## config.mk

```make
export PLATFORM = sky130hd
export DESIGN_NAME = maze_ctrl_gen_flat
export DESIGN_NICKNAME = d
export VERILOG_FILES = /design/src/rtl/maze_pkg.sv /design/src/rtl/maze_ctrl_gen_if.sv /design/src/rtl/maze_frame_timer.sv /design/src/rtl/maze_ctrl_gen.sv /design/src/flat_wrapper.sv
export SDC_FILE = /design/constraint.sdc
export NUM_CORES = 1
export LEC_CHECK = 0
export ABC_CLOCK_PERIOD_IN_PS = 3000
export BUFFER_PORTS_ARGS = -buffer_cell sky130_fd_sc_hd__buf_4
export CORE_MARGIN = 4
export CORE_UTILIZATION = 45
export DETAILED_ROUTE_END_ITERATION = 8
export PLACE_DENSITY = 0.65
export SLEW_MARGIN = 10
export SYNTH_ARGS = -nofsm -noshare
export SYNTH_HDL_FRONTEND = slang
export SYNTH_SLANG_ARGS = --single-unit
```

## constraint.sdc

```tcl
create_clock -name clk -period 3 [get_ports clk]
set_input_delay 0.3 -clock clk [delete_from_list [all_inputs] [get_ports clk]]
set_output_delay 0.3 -clock clk [all_outputs]
set_load 0.03 [all_outputs]
```

## src/rtl/maze_pkg.sv

```systemverilog
// -----------------------------------------------------------------------------
// maze_pkg
// Shared definitions for the maze game controller:
//   - move_e   : joystick move codes (codes 5..7 are decoded as MV_NONE)
//   - state_e  : 4-bit controller FSM encodings, exported on state_cur
//   - COL_*    : plot colour constants
//   - decode_move() : maps a raw 3-bit move code onto move_e
// -----------------------------------------------------------------------------
package maze_pkg;

    typedef enum logic [2:0] {
        MV_NONE  = 3'd0,
        MV_LEFT  = 3'd1,
        MV_RIGHT = 3'd2,
        MV_UP    = 3'd3,
        MV_DOWN  = 3'd4
    } move_e;

    typedef enum logic [3:0] {
        ST_INIT       = 4'd0,
        ST_WAIT_TIMER = 4'd1,
        ST_ERASE      = 4'd2,
        ST_READ_KEY   = 4'd3,
        ST_LOOK       = 4'd4,
        ST_OBS_WAIT   = 4'd5,
        ST_TEST_OBS   = 4'd6,
        ST_UPDATE_POS = 4'd7,
        ST_DRAW       = 4'd8,
        ST_CHECK_WIN  = 4'd9,
        ST_WIN        = 4'd10
    } state_e;

    localparam logic COL_ERASE  = 1'b0;
    localparam logic COL_PLAYER = 1'b1;

    // Unused codes 5..7 behave exactly like "no key pressed".
    function automatic move_e decode_move(input logic [2:0] code);
        move_e m;
        case (code)
            3'd1:    m = MV_LEFT;
            3'd2:    m = MV_RIGHT;
            3'd3:    m = MV_UP;
            3'd4:    m = MV_DOWN;
            default: m = MV_NONE;
        endcase
        return m;
    endfunction

endpackage

```

## src/rtl/maze_ctrl_gen_if.sv

```systemverilog
// -----------------------------------------------------------------------------
// maze_ctrl_gen_if
// Bus bundle between the maze controller and its two peers.
//   Obstacle memory : obs_rd (1-cycle strobe), obs_x/obs_y (lookup cell),
//                     obs_block (wall flag, valid OBS_LAT cycles after obs_rd)
//   Pixel plotter   : draw_req/draw_color/draw_x/draw_y, draw_ack
// Handshake: draw_req rises with colour and coordinates and all of them stay
// constant until the cycle in which draw_ack is high (a one-cycle pulse); that
// cycle completes the transfer, including when ack arrives in the very first
// cycle of the request. draw_ack while no request is pending is ignored.
// Modports: master = controller, slave = memory/plotter side.
// -----------------------------------------------------------------------------
interface maze_ctrl_gen_if #(
    parameter int X_W = 5,
    parameter int Y_W = 4
);
    logic           obs_rd;
    logic [X_W-1:0] obs_x;
    logic [Y_W-1:0] obs_y;
    logic           obs_block;
    logic           draw_req;
    logic           draw_color;
    logic [X_W-1:0] draw_x;
    logic [Y_W-1:0] draw_y;
    logic           draw_ack;

    modport master (
        output obs_rd, obs_x, obs_y,
        input  obs_block,
        output draw_req, draw_color, draw_x, draw_y,
        input  draw_ack
    );

    modport slave (
        input  obs_rd, obs_x, obs_y,
        output obs_block,
        input  draw_req, draw_color, draw_x, draw_y,
        output draw_ack
    );
endinterface

```

## src/rtl/maze_frame_timer.sv

```systemverilog
// -----------------------------------------------------------------------------
// maze_frame_timer
// Frame tick counter. Counts enabled cycles 0..TICKS-1; done_o is high in the
// enabled cycle holding TICKS-1, and the counter wraps to 0 on that edge, so
// the frame lasts exactly TICKS enabled cycles.
// Ports:
//   clk, reset : clock, asynchronous active-low reset (count -> 0)
//   en_i       : count this cycle
//   clr_i      : synchronous clear (has priority over en_i)
//   done_o     : last tick of the frame
// -----------------------------------------------------------------------------
module maze_frame_timer #(
    parameter int TICKS = 833333
) (
    input  logic clk,
    input  logic reset,
    input  logic en_i,
    input  logic clr_i,
    output logic done_o
);
    localparam int CNT_W = (TICKS > 2) ? $clog2(TICKS) : 1;
    localparam logic [CNT_W-1:0] LAST = CNT_W'(TICKS - 1);

    logic [CNT_W-1:0] cnt_q, cnt_d;

    assign done_o = en_i && (cnt_q == LAST);

    always_comb begin
        cnt_d = cnt_q;
        if (clr_i || done_o) begin
            cnt_d = '0;
        end else if (en_i) begin
            cnt_d = cnt_q + 1'b1;
        end
    end

    always_ff @(posedge clk or negedge reset) begin
        if (!reset) begin
            cnt_q <= '0;
        end else begin
            cnt_q <= cnt_d;
        end
    end
endmodule

```

## src/rtl/maze_ctrl_gen.sv

```systemverilog
// -----------------------------------------------------------------------------
// maze_ctrl_gen
// Maze game controller: owns player position, frame timer and the obstacle
// lookup sequence; plots erase/player pixels through a req/ack plotter; clamps
// moves at the grid edge and latches a win when the goal cell is reached.
// Ports:
//   clk, reset : clock, asynchronous active-low reset
//   move       : 0 none, 1 left, 2 right, 3 up, 4 down (5..7 = none)
//   bus        : maze_ctrl_gen_if.master (obstacle memory + plotter)
//   xpos, ypos : player position
//   win        : latched goal reached
//   state_cur  : FSM state code (maze_pkg::state_e)
//   steps      : moves taken, saturating (only with MAZE_STEP_COUNT_EN)
// Optional feature macro: MAZE_STEP_COUNT_EN
// -----------------------------------------------------------------------------
module maze_ctrl_gen
    import maze_pkg::*;
#(
    parameter int X_W     = 5,
    parameter int Y_W     = 4,
    parameter int X_MAX   = 19,
    parameter int Y_MAX   = 14,
    parameter int START_X = 0,
    parameter int START_Y = 0,
    parameter int GOAL_X  = 19,
    parameter int GOAL_Y  = 14,
    parameter int TICKS   = 833333,
    parameter int OBS_LAT = 1
) (
    input  logic              clk,
    input  logic              reset,
    input  logic [2:0]        move,
    maze_ctrl_gen_if.master   bus,
    output logic [X_W-1:0]    xpos,
    output logic [Y_W-1:0]    ypos,
    output logic              win,
    output logic [3:0]        state_cur
`ifdef MAZE_STEP_COUNT_EN
    ,
    output logic [15:0]       steps
`endif
);
    localparam logic [X_W-1:0] X_LAST  = X_W'(X_MAX);
    localparam logic [Y_W-1:0] Y_LAST  = Y_W'(Y_MAX);
    localparam logic [X_W-1:0] X_START = X_W'(START_X);
    localparam logic [Y_W-1:0] Y_START = Y_W'(START_Y);
    localparam logic [X_W-1:0] X_GOAL  = X_W'(GOAL_X);
    localparam logic [Y_W-1:0] Y_GOAL  = Y_W'(GOAL_Y);
    // OBS_WAIT lasts OBS_LAT-1 cycles; wait_q counts 0..OBS_LAT-2 there.
    localparam int WAIT_W = (OBS_LAT > 2) ? $clog2(OBS_LAT) : 1;
    localparam logic [WAIT_W-1:0] WAIT_LAST = WAIT_W'((OBS_LAT > 1) ? OBS_LAT - 2 : 0);

    state_e            state_q, state_d;
    logic [X_W-1:0]    xpos_q, xpos_d;
    logic [Y_W-1:0]    ypos_q, ypos_d;
    logic              win_q, win_d;
    move_e             mv_q, mv_d;
    logic [WAIT_W-1:0] wait_q, wait_d;
`ifdef MAZE_STEP_COUNT_EN
    logic [15:0]       steps_q, steps_d;
`endif

    logic              timer_en, timer_clr, timer_done;
    move_e             tgt_mv;
    logic [X_W-1:0]    tgt_x;
    logic [Y_W-1:0]    tgt_y;
    logic              off_grid;

    maze_frame_timer #(.TICKS(TICKS)) u_timer (
        .clk    (clk),
        .reset  (reset),
        .en_i   (timer_en),
        .clr_i  (timer_clr),
        .done_o (timer_done)
    );

    // Target cell. In READ_KEY the live key is used so the branch decision
    // is made in the same cycle the key is latched; afterwards the latched
    // move drives it, keeping obs_x/obs_y stable through TEST_OBS.
    always_comb begin
        tgt_mv   = (state_q == ST_READ_KEY) ? decode_move(move) : mv_q;
        tgt_x    = xpos_q;
        tgt_y    = ypos_q;
        off_grid = 1'b0;
        case (tgt_mv)
            MV_LEFT:  if (xpos_q == '0)     off_grid = 1'b1; else tgt_x = xpos_q - 1'b1;
            MV_RIGHT: if (xpos_q >= X_LAST) off_grid = 1'b1; else tgt_x = xpos_q + 1'b1;
            MV_UP:    if (ypos_q == '0)     off_grid = 1'b1; else tgt_y = ypos_q - 1'b1;
            MV_DOWN:  if (ypos_q >= Y_LAST) off_grid = 1'b1; else tgt_y = ypos_q + 1'b1;
            default:  off_grid = 1'b0;
        endcase
    end

    always_comb begin
        state_d   = state_q;
        xpos_d    = xpos_q;
        ypos_d    = ypos_q;
        win_d     = win_q;
        mv_d      = mv_q;
        wait_d    = wait_q;
        timer_en  = 1'b0;
        timer_clr = 1'b0;
`ifdef MAZE_STEP_COUNT_EN
        steps_d   = steps_q;
`endif
        case (state_q)
            ST_INIT: begin
                xpos_d    = X_START;
                ypos_d    = Y_START;
                win_d     = 1'b0;
                timer_clr = 1'b1;
`ifdef MAZE_STEP_COUNT_EN
                steps_d   = '0;
`endif
                state_d   = ST_WAIT_TIMER;
            end
            ST_WAIT_TIMER: begin
                timer_en = 1'b1;
                if (timer_done) state_d = ST_ERASE;
            end
            ST_ERASE: begin
                if (bus.draw_ack) state_d = ST_READ_KEY;
            end
            ST_READ_KEY: begin
                mv_d    = tgt_mv;
                state_d = ((tgt_mv == MV_NONE) || off_grid) ? ST_DRAW : ST_LOOK;
            end
            ST_LOOK: begin
                wait_d  = '0;
                state_d = (OBS_LAT > 1) ? ST_OBS_WAIT : ST_TEST_OBS;
            end
            ST_OBS_WAIT: begin
                if (wait_q == WAIT_LAST) state_d = ST_TEST_OBS;
                else                     wait_d  = wait_q + 1'b1;
            end
            ST_TEST_OBS: begin
                state_d = bus.obs_block ? ST_DRAW : ST_UPDATE_POS;
            end
            ST_UPDATE_POS: begin
                xpos_d  = tgt_x;
                ypos_d  = tgt_y;
`ifdef MAZE_STEP_COUNT_EN
                if (steps_q != 16'hFFFF) steps_d = steps_q + 16'd1;
`endif
                state_d = ST_DRAW;
            end
            ST_DRAW: begin
                if (bus.draw_ack) state_d = ST_CHECK_WIN;
            end
            ST_CHECK_WIN: begin
                if ((xpos_q == X_GOAL) && (ypos_q == Y_GOAL)) begin
                    win_d   = 1'b1;
                    state_d = ST_WIN;
                end else begin
                    state_d = ST_WAIT_TIMER;
                end
            end
            ST_WIN:  state_d = ST_WIN;
            default: state_d = ST_INIT;
        endcase
    end

    always_ff @(posedge clk or negedge reset) begin
        if (!reset) begin
            state_q <= ST_INIT;
            xpos_q  <= X_START;
            ypos_q  <= Y_START;
            win_q   <= 1'b0;
            mv_q    <= MV_NONE;
            wait_q  <= '0;
`ifdef MAZE_STEP_COUNT_EN
            steps_q <= '0;
`endif
        end else begin
            state_q <= state_d;
            xpos_q  <= xpos_d;
            ypos_q  <= ypos_d;
            win_q   <= win_d;
            mv_q    <= mv_d;
            wait_q  <= wait_d;
`ifdef MAZE_STEP_COUNT_EN
            steps_q <= steps_d;
`endif
        end
    end

    // Bus outputs are decoded from the state register, so an asynchronous
    // reset drops draw_req and obs_rd immediately.
    assign bus.obs_rd     = (state_q == ST_LOOK);
    assign bus.obs_x      = tgt_x;
    assign bus.obs_y      = tgt_y;
    assign bus.draw_req   = (state_q == ST_ERASE) || (state_q == ST_DRAW);
    assign bus.draw_color = (state_q == ST_DRAW) ? COL_PLAYER : COL_ERASE;
    assign bus.draw_x     = xpos_q;
    assign bus.draw_y     = ypos_q;

    assign xpos      = xpos_q;
    assign ypos      = ypos_q;
    assign win       = win_q;
    assign state_cur = state_q;
`ifdef MAZE_STEP_COUNT_EN
    assign steps     = steps_q;
`endif
endmodule

```

## src/flat_wrapper.sv

```systemverilog
// flat-port wrapper written by rule: the top's interface ports become plain ports
module maze_ctrl_gen_flat import maze_pkg::*;
#(
    parameter int X_W     = 5,
    parameter int Y_W     = 4,
    parameter int X_MAX   = 19,
    parameter int Y_MAX   = 14,
    parameter int START_X = 0,
    parameter int START_Y = 0,
    parameter int GOAL_X  = 19,
    parameter int GOAL_Y  = 14,
    parameter int TICKS   = 833333,
    parameter int OBS_LAT = 1
)
  (clk, reset, move, xpos, ypos, win, state_cur, bus_obs_rd, bus_obs_x, bus_obs_y, bus_obs_block, bus_draw_req, bus_draw_color, bus_draw_x, bus_draw_y, bus_draw_ack);
  maze_ctrl_gen_if #(.X_W(X_W), .Y_W(Y_W)) bus_i ();
  input  logic clk;
  input  logic reset;
  input  logic [2:0] move;
  output logic [X_W-1:0] xpos;
  output logic [Y_W-1:0] ypos;
  output logic win;
  output logic [3:0] state_cur;
  output wire logic [$bits(bus_i.obs_rd)-1:0] bus_obs_rd;
  output wire logic [$bits(bus_i.obs_x)-1:0] bus_obs_x;
  output wire logic [$bits(bus_i.obs_y)-1:0] bus_obs_y;
  input wire logic [$bits(bus_i.obs_block)-1:0] bus_obs_block;
  output wire logic [$bits(bus_i.draw_req)-1:0] bus_draw_req;
  output wire logic [$bits(bus_i.draw_color)-1:0] bus_draw_color;
  output wire logic [$bits(bus_i.draw_x)-1:0] bus_draw_x;
  output wire logic [$bits(bus_i.draw_y)-1:0] bus_draw_y;
  input wire logic [$bits(bus_i.draw_ack)-1:0] bus_draw_ack;
  assign bus_obs_rd = bus_i.obs_rd;
  assign bus_obs_x = bus_i.obs_x;
  assign bus_obs_y = bus_i.obs_y;
  assign bus_i.obs_block = bus_obs_block;
  assign bus_draw_req = bus_i.draw_req;
  assign bus_draw_color = bus_i.draw_color;
  assign bus_draw_x = bus_i.draw_x;
  assign bus_draw_y = bus_i.draw_y;
  assign bus_i.draw_ack = bus_draw_ack;
  maze_ctrl_gen #(.X_W(X_W), .Y_W(Y_W), .X_MAX(X_MAX), .Y_MAX(Y_MAX), .START_X(START_X), .START_Y(START_Y), .GOAL_X(GOAL_X), .GOAL_Y(GOAL_Y), .TICKS(TICKS), .OBS_LAT(OBS_LAT)) u_core (.clk(clk), .reset(reset), .move(move), .bus(bus_i), .xpos(xpos), .ypos(ypos), .win(win), .state_cur(state_cur));
endmodule
```

# After elaboration in Yosys (flattened, before gate mapping)
# Index checks and enable logic that the tools add are counted.
# word_totals
reg_bits,38
in_bits,7
output_inout_bits,35
elab_cells,88
# classes
n_addsub,6
n_lt_le_gt_ge,2
eq_ne,26
mux,32
n_reduce_logical,15
# ops
operator,n
one-hot mux 4 bit (11 select lines),1
two-way mux 20 bit,2
two-way mux 4 bit,9
adder 20 x 1 -> 20 bit (second input constant),1
equality test 20 bit (second input constant),1
one-hot mux 5 bit (2 select lines),2
equality test 4 x 3 -> 1 bit (second input constant),4
equality test 4 bit (second input constant),4
one-hot mux 4 bit (2 select lines),2
equality test 3 x 2 -> 1 bit (second input constant),4
one-hot mux 3 bit (4 select lines),1
two-way mux 5 bit,2
two-way mux 1 bit,9
equality test 4 x 2 -> 1 bit (second input constant),2
logical NOT 4 bit,2
!= test 2 bit (second input constant),4
nonzero test 2 bit,4
equality test 3 x 1 -> 1 bit (second input constant),2
equality test 3 bit (second input constant),2
adder 5 x 1 -> 5 bit (second input constant),1
equality test 5 bit (second input constant),1
>= comparator 5 bit (second input constant),1
logical NOT 5 bit,1
subtractor 5 x 1 -> 5 bit (second input constant),1
14 further kinds,18

# Depth between registers and ports, before layout
# logic_depth
depth_word,8
mapped_depth,9
ltp_nobuf,7

# Modules after synthesis
# A second synthesis with hierarchy kept.
# unflattened
cells_unflattened,352
area_unflattened_um2,3076.7
# modules_own_cells
module,instances,cells_per_inst,area_each_um2,seq_area_each_um2
maze_ctrl_gen,1,239,1986.9,425.4
maze_frame_timer,1,113,1089.8,500.5

# Worst setup path before layout
# No wires, ideal clock.
# synth_timing
path_type,register to output
from,"register u_core.state_q[1], in the netlist u_core.state_cur[1]"
to,output port bus_obs_x[3]
t_arrival_ns,2.344
t_required_ns,2.700
setup_slack_ns,0.356
path_stages_with_launch,8
path_buffers,2
path_cell_list,dfrtp_1 -> buf_2 -> and4bb_1 -> buf_4 -> mux2i_1 -> o32ai_1 -> o22ai_1 -> o21ai_0
# synth_between
elab_chain_cells,4
elab_cells_between_ends,5
cone_classes,eq/ne: 3; mux: 2
# synth_lines
element,line_no,rtl
from (decl),maze_ctrl_gen.sv:53,"state_e state_q, state_d;"
from (signal assigned),maze_ctrl_gen.sv:175,state_q <= state_d;
equality test 4 x 2 -> 1 bit *,maze_ctrl_gen.sv:81,tgt_mv = (state_q == ST_READ_KEY) ? decode_move(move) : mv_q;
two-way mux 3 bit *,maze_ctrl_gen.sv:81,
equality test 3 x 2 -> 1 bit / equality test 3 x 1 -> 1 bit (equally long branches),maze_ctrl_gen.sv:85,case (tgt_mv)
one-hot mux 5 bit (2 select lines) *,maze_ctrl_gen.sv:85,
to (decl),flat_wrapper.sv:25,output wire logic [$bits(bus_i.obs_x)-1:0] bus_obs_x;
# Mark *: on every way between the ends. The rest lies on a longest branch, timed or not.

# Worst setup path in the final report
# layout_timing
from,"register u_core.state_q[3], in the netlist u_core.state_cur[3]"
to,output port bus_obs_x[0]
# The elaborated chain is that of the path after synthesis.

==> metrics.cfg <==
[sta]
tightest_slew_ps=580
finalHoldViolCount=0
fmax_mhz=364
setup_viol_count_final=0
hold_slack_ps=321
fin_crit_sh_pct=91.6
fin_crit_ps=2750
finalClockSkew_ps=4.37
rsz0062_at_grt=no
slew_violations=0
setup-tns-final_ps=0
relSlewSlack_pct=61.2

[global_route]
gr-total-overflow=0
grt_antenna_before_repair=0
grt_max_degree=38
grt_pass1_vias=2334
grtUsageTotal_pct=18.6
grt_pass1_wl_um=11400

[setup_path]
rrSetupSlack_ps=700
regToRegEndpoint=u_core.u_timer.cnt_q[8]
rr_startpoint=u_core.state_cur[3]
ff2ff_path_depth=5
cp-start-kind=flip-flop
crit_fanout=17
arrival_ps=2450
end_kind=primary output
required_ps=2700
setup.worst_path.class=reg -> out

[floorplanning]
io-pin-count=42
die_x_um=88.1
initial_core_util_pct=47.7
core_mm2=0.00606
die_h_um=88.1
dieArea_mm2=0.00777
fp-row-count=28

[synthesis]
synth-seq-cells=37
syn_area_mm2=0.00289
ys_async_sr_fraction_pct=100
synth_nets=349
yosysWarnings=0
synth_edf_count=0
synth.distinct_cells=65
ys.flop_type=dfrtp_1
syn-instance-count=334
seq_area_frac_synth_pct=32.0
syn_avg_cell_area_um2=8.65

[cells_and_area]
drive_gt1_share_pct=18.4
n_antenna_cell=0
instances_no_fill=433
syn2layout_area_growth_pct=13.6
nets=372

[route]
drc_errors=0
vias_per_cell=5.83
drt_iter0_markers=168
wl_per_cell_um=15.4
wl_um=6660
ant_nets=0
vias=2526
drtPass1Iterations=5

[pwr]
max-vdd-ir-drop_v=0.000387
total_power_mw=2.35
p_per_area_mw_per_mm2=717
p_leak_nw=1.49

[flow_run]
maxCapViolations=0

[hold_path]
worstHoldStart=move[2]
hold_class=in -> reg
hold_end=u_core.mv_q[1]
holdPathStages=4

[placed_design]
place_congestion=0.811
place_inst=424
dp_hpwl_um=4720
portBuffers=41

[clocking]
clk_latency_ps=300
clk_pin_slew_ps=80
cts_buffer_depth=2
clock_sinks=37
cts_root_buffer=clkbuf_8
post_cts_buffers=0
ctsHtreeMaxLevel=2
cts_made_buffers=5
cts_tree=done

[run_status]
status=finished clean

## critical path, stage by stage, from the launching register on
cell and delay [ps]:
dfrtp_1 560, and4bb_1 470, mux2i_1 410, o22ai_1 210, nand2b_1 190, xnor2_1 130, buf_4 180
## cell usage after synthesis (2+ instances only)
library cell | number | area, um^2
xor2_1 | 12 | 105
or4_1 | 2 | 15.0
nor2_1 | 28 | 105
ha_1 | 8 | 100
xnor2_1 | 7 | 61.3
o32ai_1 | 4 | 35.0
dfrtp_1 | 37 | 926
a22o_1 | 7 | 61.3
mux2i_1 | 6 | 60.1
nand2b_1 | 3 | 18.8
and3_1 | 5 | 31.3
buf_2 | 6 | 30.0
and4_1 | 6 | 52.6
nand4_1 | 6 | 37.5
a21o_1 | 10 | 75.1
nand2_1 | 29 | 109
a211o_1 | 2 | 17.5
nor4b_1 | 3 | 26.3
or3_1 | 2 | 12.5
nor3b_1 | 8 | 60.1
nand3b_1 | 2 | 15.0
nand3_1 | 11 | 55.1
nor2b_1 | 3 | 18.8
nor4_1 | 3 | 18.8
buf_1 | 2 | 7.51
o31ai_1 | 3 | 22.5
o22ai_1 | 8 | 50.1
a21oi_1 | 13 | 65.1
inv_1 | 16 | 60.1
clkbuf_1 | 11 | 41.3
mux2_2 | 3 | 33.8
o21ai_0 | 12 | 60.1
nor3_1 | 12 | 60.1
buf_6 | 2 | 22.5
a31oi_1 | 3 | 18.8
buf_4 | 10 | 75.1
## metrics by stage
step / setup WS [ps] / utilization [%] / instance area [um^2]
after floorplan: 356 / - / 2890
after global placement: 674 / 52.0 / 3150
after detailed placement: 616 / 52.0 / 3150
after CTS: 272 / 54.1 / 3280
after global routing: 82.1 / 54.1 / 3280
final: 252 / 54.1 / 3280
## sequential cells by signal (all words and copies together) (netlist names)
signal	cells
u_core.mv_q	3
u_core.bus.draw_y	4
u_core.state_cur	4
u_core.win	1
u_core.u_timer.cnt_q	20
u_core.bus.draw_x	5
## where the power goes
part	internal, mW	total, mW	switching, mW
registers	0.560	0.666	0.106
clock network	0.271	0.469	0.199
logic	0.474	1.22	0.744
## layout make-up
type	instances	area, um^2
Clock buffer	6	82.6
Clock inverter	2	37.5
Fill cell	563	2780
Inverter	16	60.1
Multi-Input combinational cell	250	1730
Sequential cell	37	926
Tap cell	75	93.8
Timing Repair Buffer	47	355
## worst max-delay path by stage
stage                             start            to  cells past startpoint
global route        u_core.state_cur[3]  bus_obs_x[0]                      6
detailed placement  u_core.state_cur[3]  bus_obs_x[0]                      6
CTS                 u_core.state_cur[3]  bus_obs_x[0]                      6
floorplan           u_core.state_cur[1]  bus_obs_x[3]                      7
global placement    u_core.state_cur[3]  bus_obs_x[3]                      6
finish              u_core.state_cur[3]  bus_obs_x[0]                      6
## logic make-up after synthesis
group | count (synthesis) | share of synthesized area [%]
adders and majority gates | 8 | 3.46
DFF | 37 | 32.0
muxes | 10 | 4.03
AOI/OAI and AO/OA | 80 | 20.0
and+or+nand+nor | 133 | 26.5
buffers and inverters | 47 | 8.19
xor gates and xnor gates | 19 | 5.76
## layout by cell type, fill, tap and decap left out, drive strengths merged, types with 10 or more instances in the layout
cell type,instances
buf,46
dfrtp,37
nand2,29
nor2,29
inv,16
a21oi,13
nor3,13
o21ai,12
xor2,12
nand3,11
a21o,10
## repair_timing
item	4_1_cts	5_1_grt
hold endpoints to repair	37	0
gates resized for setup	0	0
hold buffers	1	0
setup endpoints to repair	0	0
## routing by layer
layer / vias to the layer above / GRT usage, % / share of wire (%)
met2: 60 / 27.1 / 42
met5: - / 0 / 0
met1: 1201 / 28.0 / 52
met4: 0 / 4.81 / 0.95
li1: 1259 / - / -
met3: 6 / 3.67 / 4.3
No activity file was read; power rests on OpenSTA's default activity.
